[src/rtl/fifo_pkg.sv]
// Shared FIFO-side definitions: width helpers and the write-arbiter state encoding.
package fifo_pkg;

   localparam logic IDLE  = 1'b0;
   localparam logic GRANT = 1'b1;

   // Width of an index over n items; kept at one bit minimum so a port index always exists.
   function automatic int indexBits(input int n);
      return (n > 1) ? $clog2(n) : 1;
   endfunction

   function automatic int countBits(input int maxCount);
      return $clog2(maxCount + 1);
   endfunction

endpackage

[src/rtl/fifo_write_arbiter_if.sv]
// Producer-side request bus plus the FIFO write pins, shared by the arbiter and its environment.
interface fifo_write_arbiter_if
   import fifo_pkg::*;
#(
   parameter int NUM_PORTS  = 4,
   parameter int DATA_WIDTH = 8
);
   localparam int PORT_BITS = indexBits(NUM_PORTS);

   logic [NUM_PORTS-1:0]            reqValid;
   logic [NUM_PORTS*DATA_WIDTH-1:0] reqData;
   logic [NUM_PORTS-1:0]            reqReady;
   logic                            fifoWriteEnable;
   logic [DATA_WIDTH-1:0]           fifoWriteData;
   logic                            fifoFull;
   logic                            grantValid;
   logic [PORT_BITS-1:0]            grantIndex;

   modport master (
      input  reqValid, reqData, fifoFull,
      output reqReady, fifoWriteEnable, fifoWriteData, grantValid, grantIndex
   );

   modport slave (
      output reqValid, reqData, fifoFull,
      input  reqReady, fifoWriteEnable, fifoWriteData, grantValid, grantIndex
   );

endinterface

[src/rtl/rr_picker.sv]
// Combinational round-robin picker: first requester after lastOwner, wrapping modulo NUM_PORTS.
module rr_picker
   import fifo_pkg::*;
#(
   parameter  int NUM_PORTS = 4,
   localparam int PORT_BITS = indexBits(NUM_PORTS)
) (
   input  logic [NUM_PORTS-1:0] request,
   input  logic [PORT_BITS-1:0] lastOwner,
   output logic                 anyRequest,
   output logic [PORT_BITS-1:0] pickIndex
);

   logic [NUM_PORTS-1:0] rotated;
   int                   offset;

   // Rotate so lastOwner+1 sits at bit 0, take the lowest set bit, then map back to a port number.
   always_comb begin
      rotated = '0;
      offset  = 0;
      for (int k = 0; k < NUM_PORTS; k++) begin
         for (int j = 0; j < NUM_PORTS; j++) begin
            if (((int'(lastOwner) + 1 + k) % NUM_PORTS) == j) begin
               rotated[k] = request[j];
            end
         end
      end
      for (int k = NUM_PORTS - 1; k >= 0; k--) begin
         if (rotated[k]) begin
            offset = k;
         end
      end
      pickIndex = PORT_BITS'((int'(lastOwner) + 1 + offset) % NUM_PORTS);
   end

   assign anyRequest = |request;

endmodule

[src/rtl/fifo_write_arbiter.sv]
// Round-robin burst arbiter sharing one FIFO write port among NUM_PORTS producers,
// with backpressure from the FIFO full flag.
module fifo_write_arbiter
   import fifo_pkg::*;
#(
   parameter int NUM_PORTS  = 4,
   parameter int DATA_WIDTH = 8,
   parameter int MAX_BURST  = 4
) (
   input logic                  clock,
   input logic                  asyncReset,
   fifo_write_arbiter_if.master bus
);

   localparam int PORT_BITS  = indexBits(NUM_PORTS);
   localparam int BURST_BITS = countBits(MAX_BURST);

   logic                  state;
   logic [PORT_BITS-1:0]  owner;
   logic [PORT_BITS-1:0]  lastOwner;
   logic [BURST_BITS-1:0] burstCount;

   logic                  anyRequest;
   logic [PORT_BITS-1:0]  pickIndex;
   logic                  granted;
   logic                  ownerValid;
   logic [DATA_WIDTH-1:0] ownerData;
   logic [NUM_PORTS-1:0]  readyVec;
   logic                  transfer;
   logic                  burstDone;

   rr_picker #(.NUM_PORTS(NUM_PORTS)) picker (
      .request    (bus.reqValid),
      .lastOwner  (lastOwner),
      .anyRequest (anyRequest),
      .pickIndex  (pickIndex)
   );

   assign granted = (state == GRANT);

   // Only the owner's valid and data are ever looked at, so non-owner data cannot leak through.
   always_comb begin
      ownerValid = 1'b0;
      ownerData  = '0;
      readyVec   = '0;
      for (int i = 0; i < NUM_PORTS; i++) begin
         if (owner == PORT_BITS'(i)) begin
            ownerValid  = bus.reqValid[i];
            ownerData   = bus.reqData[i*DATA_WIDTH +: DATA_WIDTH];
            readyVec[i] = granted && !bus.fifoFull;
         end
      end
   end

   assign transfer            = granted && ownerValid && !bus.fifoFull;
   assign burstDone           = (burstCount == BURST_BITS'(MAX_BURST - 1));
   assign bus.reqReady        = readyVec;
   assign bus.fifoWriteEnable = transfer;
   assign bus.fifoWriteData   = granted ? ownerData : '0;
   assign bus.grantValid      = granted;
   assign bus.grantIndex      = owner;

   // A full FIFO only stalls the owner; rotation happens on a finished burst or a dropped valid.
   always_ff @(posedge clock or posedge asyncReset) begin
      if (asyncReset) begin
         state      <= IDLE;
         owner      <= '0;
         lastOwner  <= PORT_BITS'(NUM_PORTS - 1);
         burstCount <= '0;
      end else begin
         case (state)
            IDLE: begin
               if (anyRequest) begin
                  owner      <= pickIndex;
                  burstCount <= '0;
                  state      <= GRANT;
               end
            end
            default: begin
               if (transfer && burstDone) begin
                  state      <= IDLE;
                  lastOwner  <= owner;
                  burstCount <= '0;
               end else if (transfer) begin
                  burstCount <= burstCount + 1'b1;
               end else if (!ownerValid) begin
                  state      <= IDLE;
                  lastOwner  <= owner;
                  burstCount <= '0;
               end
            end
         endcase
      end
   end

endmodule
[src/flat_wrapper.sv]
// flat-port wrapper written by rule: the top's interface ports become plain ports
module fifo_write_arbiter_flat import fifo_pkg::*;
#(
   parameter int NUM_PORTS  = 4,
   parameter int DATA_WIDTH = 8,
   parameter int MAX_BURST  = 4
)
  (clock, asyncReset, bus_reqValid, bus_reqData, bus_fifoFull, bus_reqReady, bus_fifoWriteEnable, bus_fifoWriteData, bus_grantValid, bus_grantIndex);
  fifo_write_arbiter_if #(.NUM_PORTS(NUM_PORTS), .DATA_WIDTH(DATA_WIDTH)) bus_i ();
  input logic clock;
  input logic asyncReset;
  input wire logic [$bits(bus_i.reqValid)-1:0] bus_reqValid;
  input wire logic [$bits(bus_i.reqData)-1:0] bus_reqData;
  input wire logic [$bits(bus_i.fifoFull)-1:0] bus_fifoFull;
  output wire logic [$bits(bus_i.reqReady)-1:0] bus_reqReady;
  output wire logic [$bits(bus_i.fifoWriteEnable)-1:0] bus_fifoWriteEnable;
  output wire logic [$bits(bus_i.fifoWriteData)-1:0] bus_fifoWriteData;
  output wire logic [$bits(bus_i.grantValid)-1:0] bus_grantValid;
  output wire logic [$bits(bus_i.grantIndex)-1:0] bus_grantIndex;
  assign bus_i.reqValid = bus_reqValid;
  assign bus_i.reqData = bus_reqData;
  assign bus_i.fifoFull = bus_fifoFull;
  assign bus_reqReady = bus_i.reqReady;
  assign bus_fifoWriteEnable = bus_i.fifoWriteEnable;
  assign bus_fifoWriteData = bus_i.fifoWriteData;
  assign bus_grantValid = bus_i.grantValid;
  assign bus_grantIndex = bus_i.grantIndex;
  fifo_write_arbiter #(.NUM_PORTS(NUM_PORTS), .DATA_WIDTH(DATA_WIDTH), .MAX_BURST(MAX_BURST)) u_core (.clock(clock), .asyncReset(asyncReset), .bus(bus_i));
endmodule
[config.mk]
export PLATFORM = sky130hd
export DESIGN_NAME = fifo_write_arbiter_flat
export DESIGN_NICKNAME = d
export VERILOG_FILES = /design/src/rtl/fifo_pkg.sv /design/src/rtl/fifo_write_arbiter_if.sv /design/src/rtl/rr_picker.sv /design/src/rtl/fifo_write_arbiter.sv /design/src/flat_wrapper.sv
export SDC_FILE = /design/constraint.sdc
export NUM_CORES = 1
export LEC_CHECK = 0
export CAP_MARGIN = 20
export CORE_MARGIN = 2
export CORE_UTILIZATION = 43
export DETAILED_ROUTE_END_ITERATION = 10
export PLACE_DENSITY = 0.95
export SYNTH_ARGS = -nofsm -noshare
export SYNTH_HDL_FRONTEND = slang
export SYNTH_HIERARCHICAL = 1
export SYNTH_SLANG_ARGS = --single-unit
[constraint.sdc]
create_clock -name clock -period 6.7 [get_ports clock]
set_input_delay 0.67 -clock clock [delete_from_list [all_inputs] [get_ports clock]]
set_output_delay 0.67 -clock clock [all_outputs]
set_load 0.005 [all_outputs]
# Word-level counts from Yosys, hierarchy flattened
# Index checks and enable logic that the tools add are counted.
dict set report totals {
  ff_bits 8
  inputBits 39
  output_inout_bits 16
}
dict set report classes {
  add_sub_neg 6
  eq_ne 19
  mux 46
  bitwise_logic 5
  n_reduce_logical 19
}
# op count
set ops {}
lappend ops {{$logic_not 32->1} 4}
lappend ops {{$mux 8} 5}
lappend ops {{$mux 1} 29}
lappend ops {{$eq 3x3->1 const B} 8}
lappend ops {{$eq 3x2->1 const B} 5}
lappend ops {{$mux 3} 5}
lappend ops {{$mux 2} 7}
lappend ops {{$reduce_or 2->1} 4}
lappend ops {{$add 2x1->2 const B} 2}
lappend ops {{$add 2x2->2 const B} 2}
lappend ops {{$and 1x1->1 const A} 4}
lappend ops {{$eq 2x2->1 const B} 2}
lappend ops {{$logic_and 1x1->1} 4}
lappend ops {{$ne 2x2->1 const B} 2}
lappend ops {{$ne 4x4->1 const B} 1}
lappend ops {{$reduce_and 2->1} 2}
lappend ops {{$reduce_or 4->1} 1}
lappend ops {{$add 3x1->3 const B} 1}
lappend ops {{$reduce_and 3->1} 1}
lappend ops {{$add 2x2->2} 1}
lappend ops {{$eq 2x1->1 const B} 1}
lappend ops {{$logic_not 2->1} 1}
lappend ops {{$reduce_bool 2->1} 1}
lappend ops {{$logic_not 1->1} 1}
lappend ops {{$not 1->1} 1}

# Longest topological paths before layout
# Gate-level depths: netlist of run 1.
dict set report depth {
  word_depth 14
  mapped_depth 11
  depth_no_buf 11
}

# Modules after synthesis
# Netlist of run 1, hierarchy kept.
# module instances cells_per_inst area_per_inst_um2 seq_area_each_um2
set by_module_without_submodules {}
lappend by_module_without_submodules {fifo_write_arbiter 1 67 757.0 202.7}
lappend by_module_without_submodules {rr_picker 1 37 304.0 0.0}

# Worst setup path before layout of run 1
# Ideal clock, no wire load.
dict set report synth_timing {
  kind {register to register}
  from {register u_core.lastOwner[0]}
  to {register u_core.owner[1], in the netlist u_core/bus.grantIndex[1]}
  setup_ps 125
  arrival_time_ps 2394
  required_ps 6575
  slack_ps 4181
  path_stages_with_launch 11
  synth_period_minus_slack_ps 2519
  cell_sequence {dfstp_2 > ha_1 > and3b_1 > a2111oi_1 > a221o_1 > a21oi_1 > o2bb2a_4 > ha_1 > xnor2_1 > xnor2_1 > mux2_2}
}
dict set report synth_between {
  elab_chain_len 14
  word_cells_on_any_way 49
}
# element line_no
set synth_rtl {}
lappend synth_rtl {{start: declaration} fifo_write_arbiter.sv:20} ;# logic [PORT_BITS-1:0] lastOwner;
lappend synth_rtl {{start signal: assignment} fifo_write_arbiter.sv:68} ;# lastOwner <= PORT_BITS'(NUM_PORTS - 1);
lappend synth_rtl {{start signal: assignment} fifo_write_arbiter.sv:82} ;# lastOwner <= owner;
lappend synth_rtl {{start signal: assignment} fifo_write_arbiter.sv:88} ;# lastOwner <= owner;
lappend synth_rtl {{$add 2x1->2 *} {rr_picker.sv:23, rr_picker.sv:33}}
lappend synth_rtl {{$add 2x2->2} rr_picker.sv:23} ;# if (((int'(lastOwner) + 1 + k) % NUM_PORTS) == j) begin
lappend synth_rtl {{$reduce_or 2->1 (no source line)} --}
lappend synth_rtl {{$and 1x1->1 (no source line)} --}
lappend synth_rtl {{$logic_not 32->1} rr_picker.sv:23}
lappend synth_rtl {{$mux 1 (4 in a row)} rr_picker.sv:23}
lappend synth_rtl {{$mux 2 (4 in a row)} rr_picker.sv:29} ;# if (rotated[k]) begin
lappend synth_rtl {{$add 2x2->2 *} rr_picker.sv:33} ;# pickIndex = PORT_BITS'((int'(lastOwner) + 1 + offset) % NUM_PORTS);
lappend synth_rtl {{net u_core.pickIndex[1]} fifo_write_arbiter.sv:24} ;# logic [PORT_BITS-1:0] pickIndex;
lappend synth_rtl {{end signal: assignment} fifo_write_arbiter.sv:74} ;# owner <= pickIndex;
lappend synth_rtl {{end: declaration} fifo_write_arbiter.sv:19} ;# logic [PORT_BITS-1:0] owner;
# Mark *: on every way through the listed nets, which the timed path passes. The rest lies on a longest branch.
# A chain may end at the register's enable or synchronous reset.

# Worst setup path in the final report of run 1
dict set report layout_timing {
  from {input bus_reqValid[0]}
  to {output bus_fifoWriteEnable}
}
dict set report layout_between {
  elab_chain_len 6
}
# element line_no
set layout_rtl {}
lappend layout_rtl {{start: declaration} flat_wrapper.sv:12} ;# input wire logic [$bits(bus_i.reqValid)-1:0] bus_reqValid;
lappend layout_rtl {{$mux 1 (4 in a row)} fifo_write_arbiter.sv:47} ;# if (owner == PORT_BITS'(i)) begin
lappend layout_rtl {{$logic_and 1x1->1 (2 in a row)} fifo_write_arbiter.sv:55} ;# assign transfer = granted && ownerValid && !bus.fifoFull;
lappend layout_rtl {{end: declaration} flat_wrapper.sv:16} ;# output wire logic [$bits(bus_i.fifoWriteEnable)-1:0] bus_fifoWriteEnable;
# No other way between the ends.

==> results of run 1 <==
-- power by group through the flow --
stage	sequential [W]	clock, W	combinational [W]
floorplan	0.0000950	0	0.000333
global placement	0.000130	0	0.000430
detailed placement	0.000134	0	0.000447
CTS	0.000133	0.0000383	0.000449
global route	0.000139	0.0000412	0.000492
finish	0.000132	0.0000356	0.000447
-- area by class of cell --
class	instances	share of cell area
sequential	8	0.125
multi-input combinational	83	0.487
tap	28	0.0215
inverter	9	0.0208
timing repair buffer	54	0.332
clock buffer	3	0.0138
-- worst max path at each step --
stage | start | endpoint | slack, ns | cells past startpoint
final | bus_reqValid[0] | bus_fifoWriteEnable | 3.72 | 5
after global routing | u_core/bus.grantIndex[0] | bus_fifoWriteData[0] | 3.60 | 3
after CTS | u_core/bus.grantIndex[0] | bus_fifoWriteData[0] | 3.69 | 3
after detailed placement | bus_reqValid[0] | u_core/bus.grantIndex[1] | 3.68 | 10
after global placement | bus_reqValid[2] | bus_fifoWriteEnable | 3.74 | 5
after floorplan | u_core/lastOwner[0] | u_core/bus.grantIndex[1] | 4.18 | 10
-- per-stage QoR --
stage / setup slack [ns] / hold WS, ns / std cells / utilization
2_1_floorplan: 4.18 / 0.448 / 104 / -
3_3_place_gp: 3.74 / 0.463 / 182 / 0.705
3_5_place_dp: 3.68 / 0.492 / 182 / 0.705
4_1_cts: 3.69 / 0.504 / 185 / 0.715
5_1_grt: 3.60 / 0.526 / 185 / 0.715
6_report: 3.72 / 0.505 / 185 / 0.715
-- critical path: stages --
cell,delay [ns]
clkdlybuf4s50_1,0.52
mux4_2,0.54
nand2_1,0.10
inv_1,0.04
clkdlybuf4s50_1,0.43
-- logic make-up (layout without fill, tap and decap cells) --
kind of cell,count (synthesis),in the layout,share of synthesized area
simple gates,34,34,0.184
compound gates,23,23,0.159
mux,14,14,0.269
buf+inv,13,66,0.0625
fa+ha+maj,10,10,0.118
flops,8,8,0.191
xor+xnor,2,2,0.0165
-- registers in the layout, indices dropped and copies added, names as in the netlist --
name                   cells
u_core/bus.grantValid      1
u_core/bus.grantIndex      2
u_core/burstCount          3
u_core/lastOwner           2
-- cells in the final DEF (no fill, tap or decap) --
| cell type | count |
|---|---|
| nand2_1 | 8 |
| nand2_2 | 2 |
| inv_1 | 9 |
| dfrtp_1 | 6 |
| dfstp_2 | 2 |
| a22o_2 | 1 |
| clkdlybuf4s50_1 | 54 |
| xnor2_1 | 2 |
| o21ai_0 | 7 |
| nor2b_1 | 2 |
| nand3b_1 | 1 |
| mux2_4 | 1 |
| or2b_2 | 1 |
| o21bai_1 | 1 |
| mux4_1 | 6 |
| or2_2 | 1 |
| or4_1 | 1 |
| nor2_1 | 4 |
| and2_1 | 8 |
| nor4_1 | 1 |
| a21oi_1 | 6 |
| nor3b_1 | 2 |
| o2bb2a_4 | 1 |
| mux4_2 | 3 |
| a2111oi_1 | 1 |
| and3_1 | 1 |
| clkbuf_4 | 3 |
| a221o_1 | 1 |
| a211oi_1 | 3 |
| and3b_1 | 2 |
| a31o_2 | 1 |
| a221oi_2 | 1 |
| mux2_2 | 4 |
| ha_1 | 10 |
-- metal layers --
| metal | up-vias | track usage | part of all wire |
|---|---|---|---|
| met5 | - | 0 | 0 |
| met4 | 0 | 0.0470 | 0.011 |
| met3 | 5 | 0.0806 | 0.12 |
| met2 | 54 | 0.388 | 0.50 |
| met1 | 471 | 0.217 | 0.37 |
| li1 | 501 | - | - |
==> impl_metrics.yaml, run 1 <==
status:
  status: "finished, final reports clean"
sta:
  min_period_ns: 2.98
  fin_tns_setup_ns: 0
  timing_hold_violations_final: 0
  rsz0062_at_grt: "false"
  report.final.slew_viol_count: 0
  setup_viol: 0
  relSlewSlack: 0.537
  max_freq_mhz: 336
  fin_skew_ns: 0.00336
  tightest_slew_ns: 0.694
  finalCritPeriodShare: 0.444
finish:
  diodes: 0
  drive_above_1_share: 0.134
  ff_latch_area_sq_um: 203
  syn_to_final_growth_pct: 53.3
  multi_input_area_sq_um: 792
  fillers: 180
  final_area_sq_um: 1630
  fin_nets: 208
drt:
  vias: 1031
  dr.pass1.iters: 4
  avgViaCountPerCell: 5.57
  wl_per_cell_microns: 15.1
  drc: 0
  routed_wl_microns: 2790
  drtIter0Drc: 19
  ant_nets: 0
worst_setup_path:
  startpoint_type: "primary input"
  worstPathMaxFanout: 7
  rr_worst_depth: 10
  cp.arrival_ns: 2.31
  path_class: "in -> out"
  r2r_setup_slack_ns: 3.97
  critPathCaptureType: "output port"
  r2r-start: "u_core/lastOwner[0]"
  cp.required_ns: 6.03
  worstReg2RegEnd: "u_core/bus.grantIndex[1]"
synthesis:
  ys_warn_count: 6
  avgSynthCellArea_sq_um: 10.2
  ys_seq_elements: 8
  synth_top_area_frac: 0.149
  synthFlopType: "dfrtp_1"
  synthTopCellsByArea: "mux4_1, dfrtp_1, ha_1"
  synth_common_cells: "ha_1, inv_1, and2_1, nand2_1, o21ai_0"
  yosysSeqAreaShare: 0.191
  syn-instance-count: 104
  synth_cell_types: 35
  synthArstFlopShare: 1.00
  synth_area_sq_um: 1060
  yosysMostFrequentCell: "ha_1"
  synth-edff-count: 0
  synth.largest_area_cell: "mux4_1"
  synth_nets: 153
power:
  swShare: 0.391
  powerDensity_nw_per_um2: 378
  pwr-share-clk: 0.058
  power.switching_w: 0.000240
  vdd_drop_max_v: 0.000253
  combPwrFrac: 0.728
  seq_power_share: 0.214
  intPower_w: 0.000374
  fin_total_pwr_w: 0.000614
  p_leak_nw: 0.677
global_routing:
  grt_pass1_wl_microns: 4330
  grt_max_degree: 19
  grt_antenna_before_repair: 0
  grt_overflow_total: 0
  grt_pass1_vias: 1005
  track_usage: 0.208
floorplan:
  die-width_microns: 53.7
  core_sq_um: 2280
  initial_utilization: 0.466
  design.die.area_sq_um: 2880
  die-height_microns: 53.7
  row_count: 17
  io_pins: 55
placement:
  place_congestion: 0.799
  portBuffers: 54
  post_dp_cell_area_sq_um: 1600
  dp_hpwl_microns: 2270
cts:
  h-tree-depth: 1
  cts_root_buffer: "clkbuf_4"
  tritoncts: "yes"
  cts.sinks: 8
  hold_buffers: 0
  numCtsBuffers: 3
  cts.clk_slew.worst_paths_ns: 0.05
  clock_tree.buffer_depth: 2
  cts_resized: 0
  clkLatencyLatePin_ns: 0.25
  cts_setup_buffers: 0
job:
  drv_cap: 0
hold_path:
  min-delay-start: "u_core/burstCount[0]"
  hp-class: "reg -> reg"
  holdPathStages: 1
  holdPathEnd: "u_core/burstCount[0]"
Note: power is estimated with default switching activity, not from simulation.
==> inputs of run 2 (changes only) <==
--- a/config.mk
+++ b/config.mk
@@ -7,9 +7,9 @@
 export LEC_CHECK = 0
 export CAP_MARGIN = 20
 export CORE_MARGIN = 2
-export CORE_UTILIZATION = 43
+export CORE_UTILIZATION = 36
 export DETAILED_ROUTE_END_ITERATION = 10
-export PLACE_DENSITY = 0.95
+export PLACE_DENSITY = 0.87
 export SYNTH_ARGS = -nofsm -noshare
 export SYNTH_HDL_FRONTEND = slang
 export SYNTH_HIERARCHICAL = 1
==> constraint.sdc (replaced) <==
create_clock -name clock -period 2.5 [get_ports clock]
set_input_delay 0.25 -clock clock [delete_from_list [all_inputs] [get_ports clock]]
set_output_delay 0.25 -clock clock [all_outputs]
set_load 0.005 [all_outputs]
==> impl_metrics.yaml, run 2 (synthesis results as in run 1) <==
worst_setup_path:
  critPathCaptureType: "register"
  path_buf_inv: 1
  slowest_delay_ns: 0.55
  cp_cell_sequence: "inv_2 > ha_1 > and3b_1 > a2111oi_2 > a221o_1 > a21oi_1 > o2bb2a_4 > ha_2 > xnor2_1 > xnor2_1 > mux2_2"
  slowest_stage: "dfstp_2"
  cp_top_family: "compound AO/OA/AOI/OAI gates"
  worstPathMaxFanout: 4
  cp_num_cells: 11
  rr_worst_depth: 11
  cp.required_ns: 2.66
  path_class: "reg -> reg"
  cp.arrival_ns: 2.56
  cp_common_cell: "xnor2_1"
  startpoint_type: "register"
placement:
  dp_hpwl_microns: 2420
  portBuffers: 54
  post_dp_cell_area_sq_um: 1670
  place_congestion: 0.889
drt:
  wl_per_cell_microns: 15.4
  dr.pass1.iters: 4
  drc: 0
  drtIter0Drc: 58
  vias: 1094
  ant_nets: 0
  avgViaCountPerCell: 5.55
  routed_wl_microns: 3030
cts:
  cts.sinks: 8
  numCtsBuffers: 3
  hold_buffers: 0
  clkLatencyLatePin_ns: 0.27
  h-tree-depth: 1
  cts_root_buffer: "clkbuf_4"
  tritoncts: "yes"
  clock_tree.buffer_depth: 2
  cts.clk_slew.worst_paths_ns: 0.07
global_routing:
  grt_antenna_before_repair: 0
  track_usage: 0.185
  grt_pass1_vias: 994
  grt_pass1_wl_microns: 4840
  grt_max_degree: 17
  grt_overflow_total: 0
sta:
  fin_skew_ns: 0.0152
  tightest_slew_ns: 0.525
  timing_hold_violations_final: 0
  fin_tns_setup_ns: 0
  worst_hold_slack_ns: 0.229
  max_freq_mhz: 417
  finalCritPeriodShare: 0.960
  rsz0062_at_grt: "false"
  min_period_ns: 2.40
  setup_viol: 0
  relSlewSlack: 0.650
  report.final.slew_viol_count: 0
floorplan:
  io_pins: 55
  row_count: 19
  die-height_microns: 58.3
  core_sq_um: 2780
  initial_utilization: 0.381
  design.die.area_sq_um: 3400
  die-width_microns: 58.3
status:
  status: "finished, final reports clean"
job:
  drv_cap: 0
finish:
  layout_commonest_cell: "clkdlybuf4s50_1"
  final_area_sq_um: 1730
  syn_to_final_growth_pct: 63.1
  mostFrequentLayoutCells: "clkdlybuf4s50_1, buf_4, inv_1, nand2_1, and2_1"
  largest-register: "u_core/burstCount"
  fin_nets: 216
  drive_above_1_share: 0.241
  largest_register_ffs: 3
  diodes: 0
power:
  fin_total_pwr_w: 0.00185
  p_leak_nw: 0.716
  vdd_drop_max_v: 0.000673
  powerDensity_nw_per_um2: 1070
hold_path:
  hp-class: "in -> async"
[run 2: changes by cell type in the layout (fill, tap and decap cells not counted), moves of 3 or more]
cell | previous run | this run
a211oi_2 | 0 | 3
buf_4 | 0 | 8
a211oi_1 | 3 | 0
ha_1 | 10 | 7
ha_2 | 0 | 3
[run 2: routing by layer]
layer  part of all wire  global-route usage
met4              0.011             0.00997
met5                  0                   0
met2               0.51               0.347
met1               0.38               0.211
met3               0.10              0.0637
[run 2: path summary, 6_finish.rpt]
path | start | endpoint | slack, ns
min in group clock | u_core/burstCount[1] | u_core/burstCount[1] | 0.49
max in group asynchronous | asyncReset | u_core/lastOwner[0] | 1.96
setup reg to reg | u_core/lastOwner[0] | u_core/bus.grantIndex[1] | 0.10
hold / removal | asyncReset | u_core/burstCount[0] | 0.23
hold reg to reg | u_core/burstCount[1] | u_core/burstCount[1] | 0.49
setup / recovery | u_core/lastOwner[0] | u_core/bus.grantIndex[1] | 0.10
[run 2: what timing repair did]
action	4_1_cts	5_1_grt
resized for setup	2	8
setup buffers	1	0
endpoints found under the setup margin	8	1
pin swaps	3	1
[run 2: power by group]
part	switching, W	internal (W)	leakage [nW]	total [W]
sequential	0.000137	0.000196	0.0958	0.000334
combinational	0.000542	0.000862	0.605	0.00140
clock	0.0000529	0.0000614	0.0150	0.000114
total	0.000732	0.00112	0.716	0.00185
[run 2: per-stage QoR]
stage,cells,util,setup WS [ns]
2_1_floorplan,104,-,0.0130
3_3_place_gp,192,0.600,0.0182
3_5_place_dp,192,0.600,-0.0606
4_1_cts,197,0.612,0.0234
5_1_grt,197,0.622,0.00192
6_report,197,0.622,0.101
[run 2: area by class of cell]
class,count,area (sq um)
Clock buffer,4,26.3
Fill cell,210,1050
Inverter,9,33.8
Multi-Input combinational cell,83,827
Sequential cell,8,204
Tap cell,31,38.8
Timing Repair Buffer,62,601
